File: src/rtl/comparator_cell.sv
// Equality/magnitude comparator: combinational z plus registered eq/gt/lt
// with signed/unsigned ordering and saturating mismatch statistics.
module comparator_cell #(
    parameter int unsigned WIDTH     = 1,
    parameter int unsigned CNT_WIDTH = 8
) (
    input  logic                 clk,
    input  logic                 rst,
    input  logic [WIDTH-1:0]     x,
    input  logic [WIDTH-1:0]     y,
    output logic                 z,
    input  logic                 signed_mode,
    input  logic                 in_valid,
    input  logic                 clr,
    output logic                 out_valid,
    output logic                 eq_q,
    output logic                 gt_q,
    output logic                 lt_q,
    output logic [CNT_WIDTH-1:0] mismatch_cnt,
    output logic                 mismatch_seen
);

    logic [WIDTH-1:0] sign_flip;
    logic [WIDTH-1:0] x_ord;
    logic [WIDTH-1:0] y_ord;
    logic             eq;
    logic             gt;
    logic             lt;

    assign z = (x == y);

    // Inverting the MSB maps two's complement order onto unsigned order,
    // so a single unsigned comparator serves both modes.
    always_comb begin
        sign_flip            = '0;
        sign_flip[WIDTH-1]   = signed_mode;
        x_ord                = x ^ sign_flip;
        y_ord                = y ^ sign_flip;
        eq                   = (x == y);
        gt                   = (x_ord > y_ord);
        lt                   = (x_ord < y_ord);
    end

    always_ff @(posedge clk or posedge rst) begin
        if (rst) begin
            out_valid     <= 1'b0;
            eq_q          <= 1'b0;
            gt_q          <= 1'b0;
            lt_q          <= 1'b0;
            mismatch_cnt  <= '0;
            mismatch_seen <= 1'b0;
        end else begin
            out_valid <= in_valid;
            if (in_valid) begin
                eq_q <= eq;
                gt_q <= gt;
                lt_q <= lt;
            end
            // clr wins over a same-cycle mismatch; the sample is dropped
            if (clr) begin
                mismatch_cnt  <= '0;
                mismatch_seen <= 1'b0;
            end else if (in_valid && !eq) begin
                mismatch_seen <= 1'b1;
                if (mismatch_cnt != '1) begin
                    mismatch_cnt <= mismatch_cnt + CNT_WIDTH'(1);
                end
            end
        end
    end

endmodule

File: config.mk
export PLATFORM = sky130hd
export DESIGN_NAME = comparator_cell
export DESIGN_NICKNAME = d
export VERILOG_FILES = /design/src/rtl/comparator_cell.sv
export SDC_FILE = /design/constraint.sdc
export NUM_CORES = 1
export LEC_CHECK = 0
export ABC_AREA = 1
export CORE_UTILIZATION = 48
export CTS_BUF_LIST = sky130_fd_sc_hd__clkbuf_8
export CTS_CLUSTER_SIZE = 30
export DETAILED_ROUTE_END_ITERATION = 12
export PLACE_DENSITY = 0.84
export RECOVER_POWER = 25
export SLEW_MARGIN = 10
export SYNTH_ARGS = -nofsm -noshare
export SYNTH_HDL_FRONTEND = slang
export SYNTH_SLANG_ARGS = --single-unit
File: constraint.sdc
create_clock -name clk -period 1.6 [get_ports clk]
set_input_delay 0.32 -clock clk [delete_from_list [all_inputs] [get_ports clk]]
set_output_delay 0.32 -clock clk [all_outputs]
set_load 0.02 [all_outputs]
==> impl_metrics.tcl, run 1 <==
set metrics [dict create \
    drc_errors 0 \
    synthesis.nets 107 \
    seq_area_um2 328 \
    multi_input_area_um2 382 \
    path_delay_family "buffers and inverters" \
    fill_cells 102 \
    antenna_left 0 \
    crit_start "x" \
    critPathBufInv 3 \
    crit_required_ns 1.28 \
    ios 21 \
    rsz0062_at_grt "false" \
    power_density_mw_per_mm2 766 \
    vdd_drop_max_uv 444 \
    r2r_start "mismatch_cnt[0]" \
    clockRootBuffer "clkbuf_8" \
    cap_violations 0 \
    cpMaxStageDelayCell "clkdlybuf4s50_1" \
    vias_per_cell 4.95 \
    core.rowCount 13 \
    initial_utilization_pct 53.9 \
    fin_nets 141 \
    grt_pass1_wl_mm 2.68 \
    hold_class "flop to flop" \
    final-hold-violation-count 0 \
    cts_tree "yes" \
    drive_gt1_share_pct 17.4 \
    dieArea_mm2 0.00170 \
    wirelength_mm 1.65 \
    gp_congestion 0.761 \
    worstPathArrival_ns 1.20 \
    startpoint_type "input port" \
    synth_seq_cells 13 \
    whs_ns 0.493 \
    power.leakage_uw 0.000569 \
    fin_crit_sh_pct 95.0 \
    synth_top_area_cell "dfrtp_1" \
    drt-pass1-iter-count 4 \
    die_h_um 41.2 \
    ys.warnings.count 0 \
    grt-ovfl-total 0 \
    htree_levels 1 \
    yosys.cell_types.count 17 \
    grt_start_max_net_pins 14 \
    min_period_ns 1.52 \
    antenna_found_initial 0 \
    cts_sinks 13 \
    netlist_top_cells_area "dfrtp_1, nand2_1, nor2_1" \
    grt_pass1_vias 647 \
    fin_skew_ns 0.00561 \
    final.setup.tns_ns 0 \
    core_mm2 0.00137 \
    maxSlewViolCount 0 \
    netlist_area_um2 737 \
    synth_cells 99 \
    worstMarginPinSlew_ns 0.481 \
    route.vias.total 728 \
    post_cts_buffers 0 \
    wl_per_cell_um 11.3 \
    track_usage_pct 25.4 \
    ys_seq_area_share_pct 44.1 \
    worstHoldStart "lt_q" \
    cts_buffer_depth 2 \
    diodes 0 \
    crit_type "input port to primary output" \
    die_w_um 41.2 \
    port_buffers 20 \
    first_iter_violations 15 \
    crit_chain "clkdlybuf4s50_1 -> inv_1 -> nand2_1 -> nand2_2 -> buf_2" \
    clkTransAtPathRegs_ns 0.05 \
    cts_buffers 3 \
    clk_latency_ns 0.25 \
    avgSynthCellArea_um2 7.44 \
    fmax_mhz 658 \
    cp_max_fo 3 \
    setup_viol 0 \
    syn_to_final_growth_pct 43.8 \
    max_stage_delay_ns 0.51 \
    synth_top_area_share_pct 44.1 \
    dpl.hpwl_mm 1.26 \
    cp-end-kind "primary output" \
    maxSlewHeadroom_pct 67.9 \
    status "completed" \
]
cells in the final DEF, fill, tap and decap left out, drive strengths merged:
master | Yosys | routed
nand2 | 44 | 44
nor2 | 19 | 19
dfrtp | 13 | 13
buf | 0 | 10
inv | 8 | 9
clkdlybuf4s50 | 0 | 9
dlygate4sd2 | 0 | 7
nand3 | 4 | 4
clkbuf | 0 | 3
xnor2 | 2 | 2
xor2 | 2 | 2
dlygate4sd3 | 0 | 2
o21ai | 1 | 1
nor3 | 1 | 1
o21a | 1 | 1
nand3b | 1 | 1
nand4 | 1 | 1
nor3b | 1 | 1
ha | 1 | 1
dlymetal6s2s | 0 | 1
Yosys cell counts, drive strengths merged:
library cell and number:
xor2 2, nor3 1, nand3b 1, nand4 1, nand3 4, nor3b 1
dfrtp 13, o21ai 1, ha 1, nand2 44, inv 8, xnor2 2
o21a 1, nor2 19
flip-flops by register name, summed over array words and instances, names as in the netlist:
register and count:
lt_q 1, mismatch_cnt 8, out_valid 1, eq_q 1
gt_q 1, mismatch_seen 1
layout make-up:
type	count	share of cell area, %
Multi-Input combinational cell	78	36.0
Sequential cell	13	30.9
Timing Repair Buffer	29	24.2
Clock buffer	3	3.90
Inverter	8	2.83
Tap cell	15	1.77
Clock inverter	1	0.354
stage by stage:
step                      total power [µW]  setup WS [ns]  utilization, %  instances  area [µm²]
after floorplan                        444          0.203               -         99         737
after global placement                 533         -0.283            74.9        143        1020
after detailed placement               541         -0.315            74.9        143        1020
after CTS                              821        0.00618            77.2        147        1050
after global routing                   855         0.0324            77.6        147        1060
final                                  812         0.0797            77.6        147        1060
metal layers:
layer,track usage (%),vias up,share of wire (%)
li1,-,369,-
met1,30.7,337,45
met2,40.6,17,48
met3,9.78,5,5.3
met4,9.68,0,1.5
met5,0,-,0
final timing paths:
path,endpoint,slack (ns),depth (start not counted)
setup reg to reg,mismatch_cnt[2],0.17,7
hold reg to reg,lt_q,0.49,2
setup / recovery,z,0.08,5
hold / removal,lt_q,0.49,2
max in group asynchronous,mismatch_cnt[0],0.72,2
min in group asynchronous,out_valid,0.53,2
kinds of logic after synthesis:
kind of cell    Yosys count  synth area share, %
fa+ha+maj                 1                 1.70
compound gates            2                 3.23
flops                    13                 44.1
buf+inv                   8                 4.07
simple gates             71                 42.1
xor+xnor                  4                 4.75
report_power, final:
| group | switching [µW] | internal [µW] |
|---|---|---|
| logic | 88.4 | 76.0 |
| registers | 16.0 | 348 |
| clock network | 114 | 169 |
timing repair:
item	4_1_cts	5_1_grt
hold buffers	0	0
pin swaps	0	1
resized for setup	11	3
setup endpoints to repair	8	3
worst reg2reg max path, cell delays in order (launching register included):
cell,delay [ns]
dfrtp_2,0.41
ha_1,0.20
nand2_2,0.10
nor2_4,0.12
nand2_2,0.10
o21ai_4,0.27
nand2_1,0.09
nand2_1,0.07
No activity file was read; power rests on OpenSTA's default activity.
==> run 2: changes to the inputs <==
--- a/config.mk
+++ b/config.mk
@@ -10,6 +10,7 @@
 export CTS_BUF_LIST = sky130_fd_sc_hd__clkbuf_8
 export CTS_CLUSTER_SIZE = 30
 export DETAILED_ROUTE_END_ITERATION = 12
+export GPL_ROUTABILITY_DRIVEN = 0
 export PLACE_DENSITY = 0.84
 export RECOVER_POWER = 25
 export SLEW_MARGIN = 10
==> results of run 2 <==
The final DEF is identical to that of run 1; final timing and power are the same.
==> run 3: changes to the inputs <==
--- a/config.mk
+++ b/config.mk
@@ -6,6 +6,7 @@
 export NUM_CORES = 1
 export LEC_CHECK = 0
 export ABC_AREA = 1
+export CORE_MARGIN = 2
 export CORE_UTILIZATION = 48
 export CTS_BUF_LIST = sky130_fd_sc_hd__clkbuf_8
 export CTS_CLUSTER_SIZE = 30
==> run 3 against run 2 <==
Worst hold slack improved by 0.0087 ns. Global-route usage decreased by 4.3 points. Power increased by 0.13%. Cell count increased by 0.68%.
==> impl_metrics.tcl, run 3 (synthesis gave the netlist of run 1 again) <==
set metrics [dict create \
    hold_class "flop to flop" \
    maxSlewViolCount 0 \
    cts_buffer_depth 2 \
    clockRootBuffer "clkbuf_8" \
    vias_per_cell 4.89 \
    htree_levels 1 \
    cp-end-kind "primary output" \
    dp_cells 144 \
    final-hold-violation-count 0 \
    startpoint_type "flop" \
    drive_gt1_share_pct 16.7 \
    maxSlewHeadroom_pct 66.2 \
    path_depth 1 \
    power_density_mw_per_mm2 766 \
    crit_type "flop to primary output" \
    cpMaxStageDelayCell "clkdlybuf4s50_1" \
    reg2reg_depth 7 \
    wirelength_mm 1.66 \
    cts_buffers 3 \
    fin_skew_ns 0.00431 \
    status "completed" \
    worstPathArrival_ns 1.21 \
    rsz0062_at_grt "false" \
    die_h_um 43.2 \
    dieArea_mm2 0.00186 \
    grt_pass1_vias 696 \
    route.vias.total 724 \
    fmax_mhz 652 \
    critPathBufInv 1 \
    layout_commonest_cell "nand2_1" \
    setup_viol 0 \
    track_usage_pct 21.2 \
    first_iter_violations 10 \
    crit_chain "clkdlybuf4s50_1" \
    vdd_drop_max_uv 530 \
    diodes 0 \
    dpl.hpwl_mm 1.27 \
    fill_cells 128 \
    hold-path-cell-count 1 \
    worstMarginPinSlew_ns 0.506 \
    fin_nets 141 \
    cts_tree "yes" \
    drt-pass1-iter-count 4 \
    drc_errors 0 \
    clk_latency_ns 0.24 \
    largest_register "mismatch_cnt" \
    cts_sinks 13 \
    core.rowCount 14 \
    fin_crit_sh_pct 95.9 \
    crit_required_ns 1.28 \
    path_delay_family "buffers and inverters" \
    power.leakage_uw 0.000566 \
    cp_max_fo 2 \
    grt-ovfl-total 0 \
    final_cell_mix "nand2_1, nor2_1, dfrtp_1" \
    initial_utilization_pct 50.1 \
    wl_per_cell_um 11.2 \
    port_buffers 20 \
    syn_to_final_growth_pct 44.0 \
    min_period_ns 1.53 \
    layoutNonFillerInstCount 148 \
    core_mm2 0.00147 \
    cap_violations 0 \
    antenna_left 0 \
    antenna_found_initial 0 \
    clkTransAtPathRegs_ns 0.06 \
    total_power_uw 813 \
    grt_start_max_net_pins 14 \
    grt_pass1_wl_mm 2.90 \
    ios 21 \
    max_stage_delay_ns 0.62 \
    largest_register_ffs 8 \
    die_w_um 43.2 \
    whs_ns 0.502 \
]
run 3: cell types whose count changed in the layout (fill, tap and decap cells not counted):
cell	before	now
dfrtp_1	11	13
dfrtp_2	2	0
clkdlybuf4s50_1	9	10
clkinv_2	0	1
dlygate4sd2_1	7	6
inv_1	9	8
run 3: where the power goes:
group / switching [µW] / total, µW / leakage [µW] / internal, µW
registers: 14.9 / 362 / 0.000172 / 347
clock network: 116 / 288 / 0.0000255 / 172
logic: 87.0 / 163 / 0.000368 / 76.1
run 3: worst paths after layout:
path	start	end	slack, ns
setup / recovery	gt_q	gt_q	0.07
hold / removal	mismatch_seen	mismatch_seen	0.50
setup reg to reg	mismatch_cnt[0]	mismatch_cnt[1]	0.18
hold reg to reg	mismatch_seen	mismatch_seen	0.50
max in group asynchronous	rst	mismatch_cnt[5]	0.72
min in group asynchronous	rst	gt_q	0.54
run 3: timing repair:
action / CTS / global route
gates resized for setup: 9 / 2
hold buffers: 0 / 0
pin swaps: 0 / 0
buffers inserted: 0 / 0
endpoints found under the setup margin: 7 / 2
run 3: final cells by class:
cell class / instances / area [µm²] / area share (%)
Inverter: 8 / 30.0 / 2.83
Tap cell: 16 / 20.0 / 1.89
Multi-Input combinational cell: 78 / 382 / 36.0
Timing Repair Buffer: 29 / 258 / 24.3
Sequential cell: 13 / 325 / 30.7
Clock inverter: 1 / 5.00 / 0.472
Clock buffer: 3 / 41.3 / 3.89
run 3: layer usage:
layer	vias to the layer above	GRT usage, %	wire length (µm)
met3	4	3.83	67
met5	-	0	0
met2	16	33.1	789
met4	0	9.09	13
li1	369	-	-
met1	335	28.3	784
run 3: per-stage QoR:
stage,util [%],setup slack [ns],setup TNS (ns),instance area (µm²)
2_1_floorplan,-,0.203,0,737
3_3_place_gp,69.6,-0.281,-0.411,1020
3_5_place_dp,69.6,-0.331,-0.609,1020
4_1_cts,72.4,0.00827,0,1060
5_1_grt,72.1,0.0170,0,1060
6_report,72.1,0.0654,0,1060
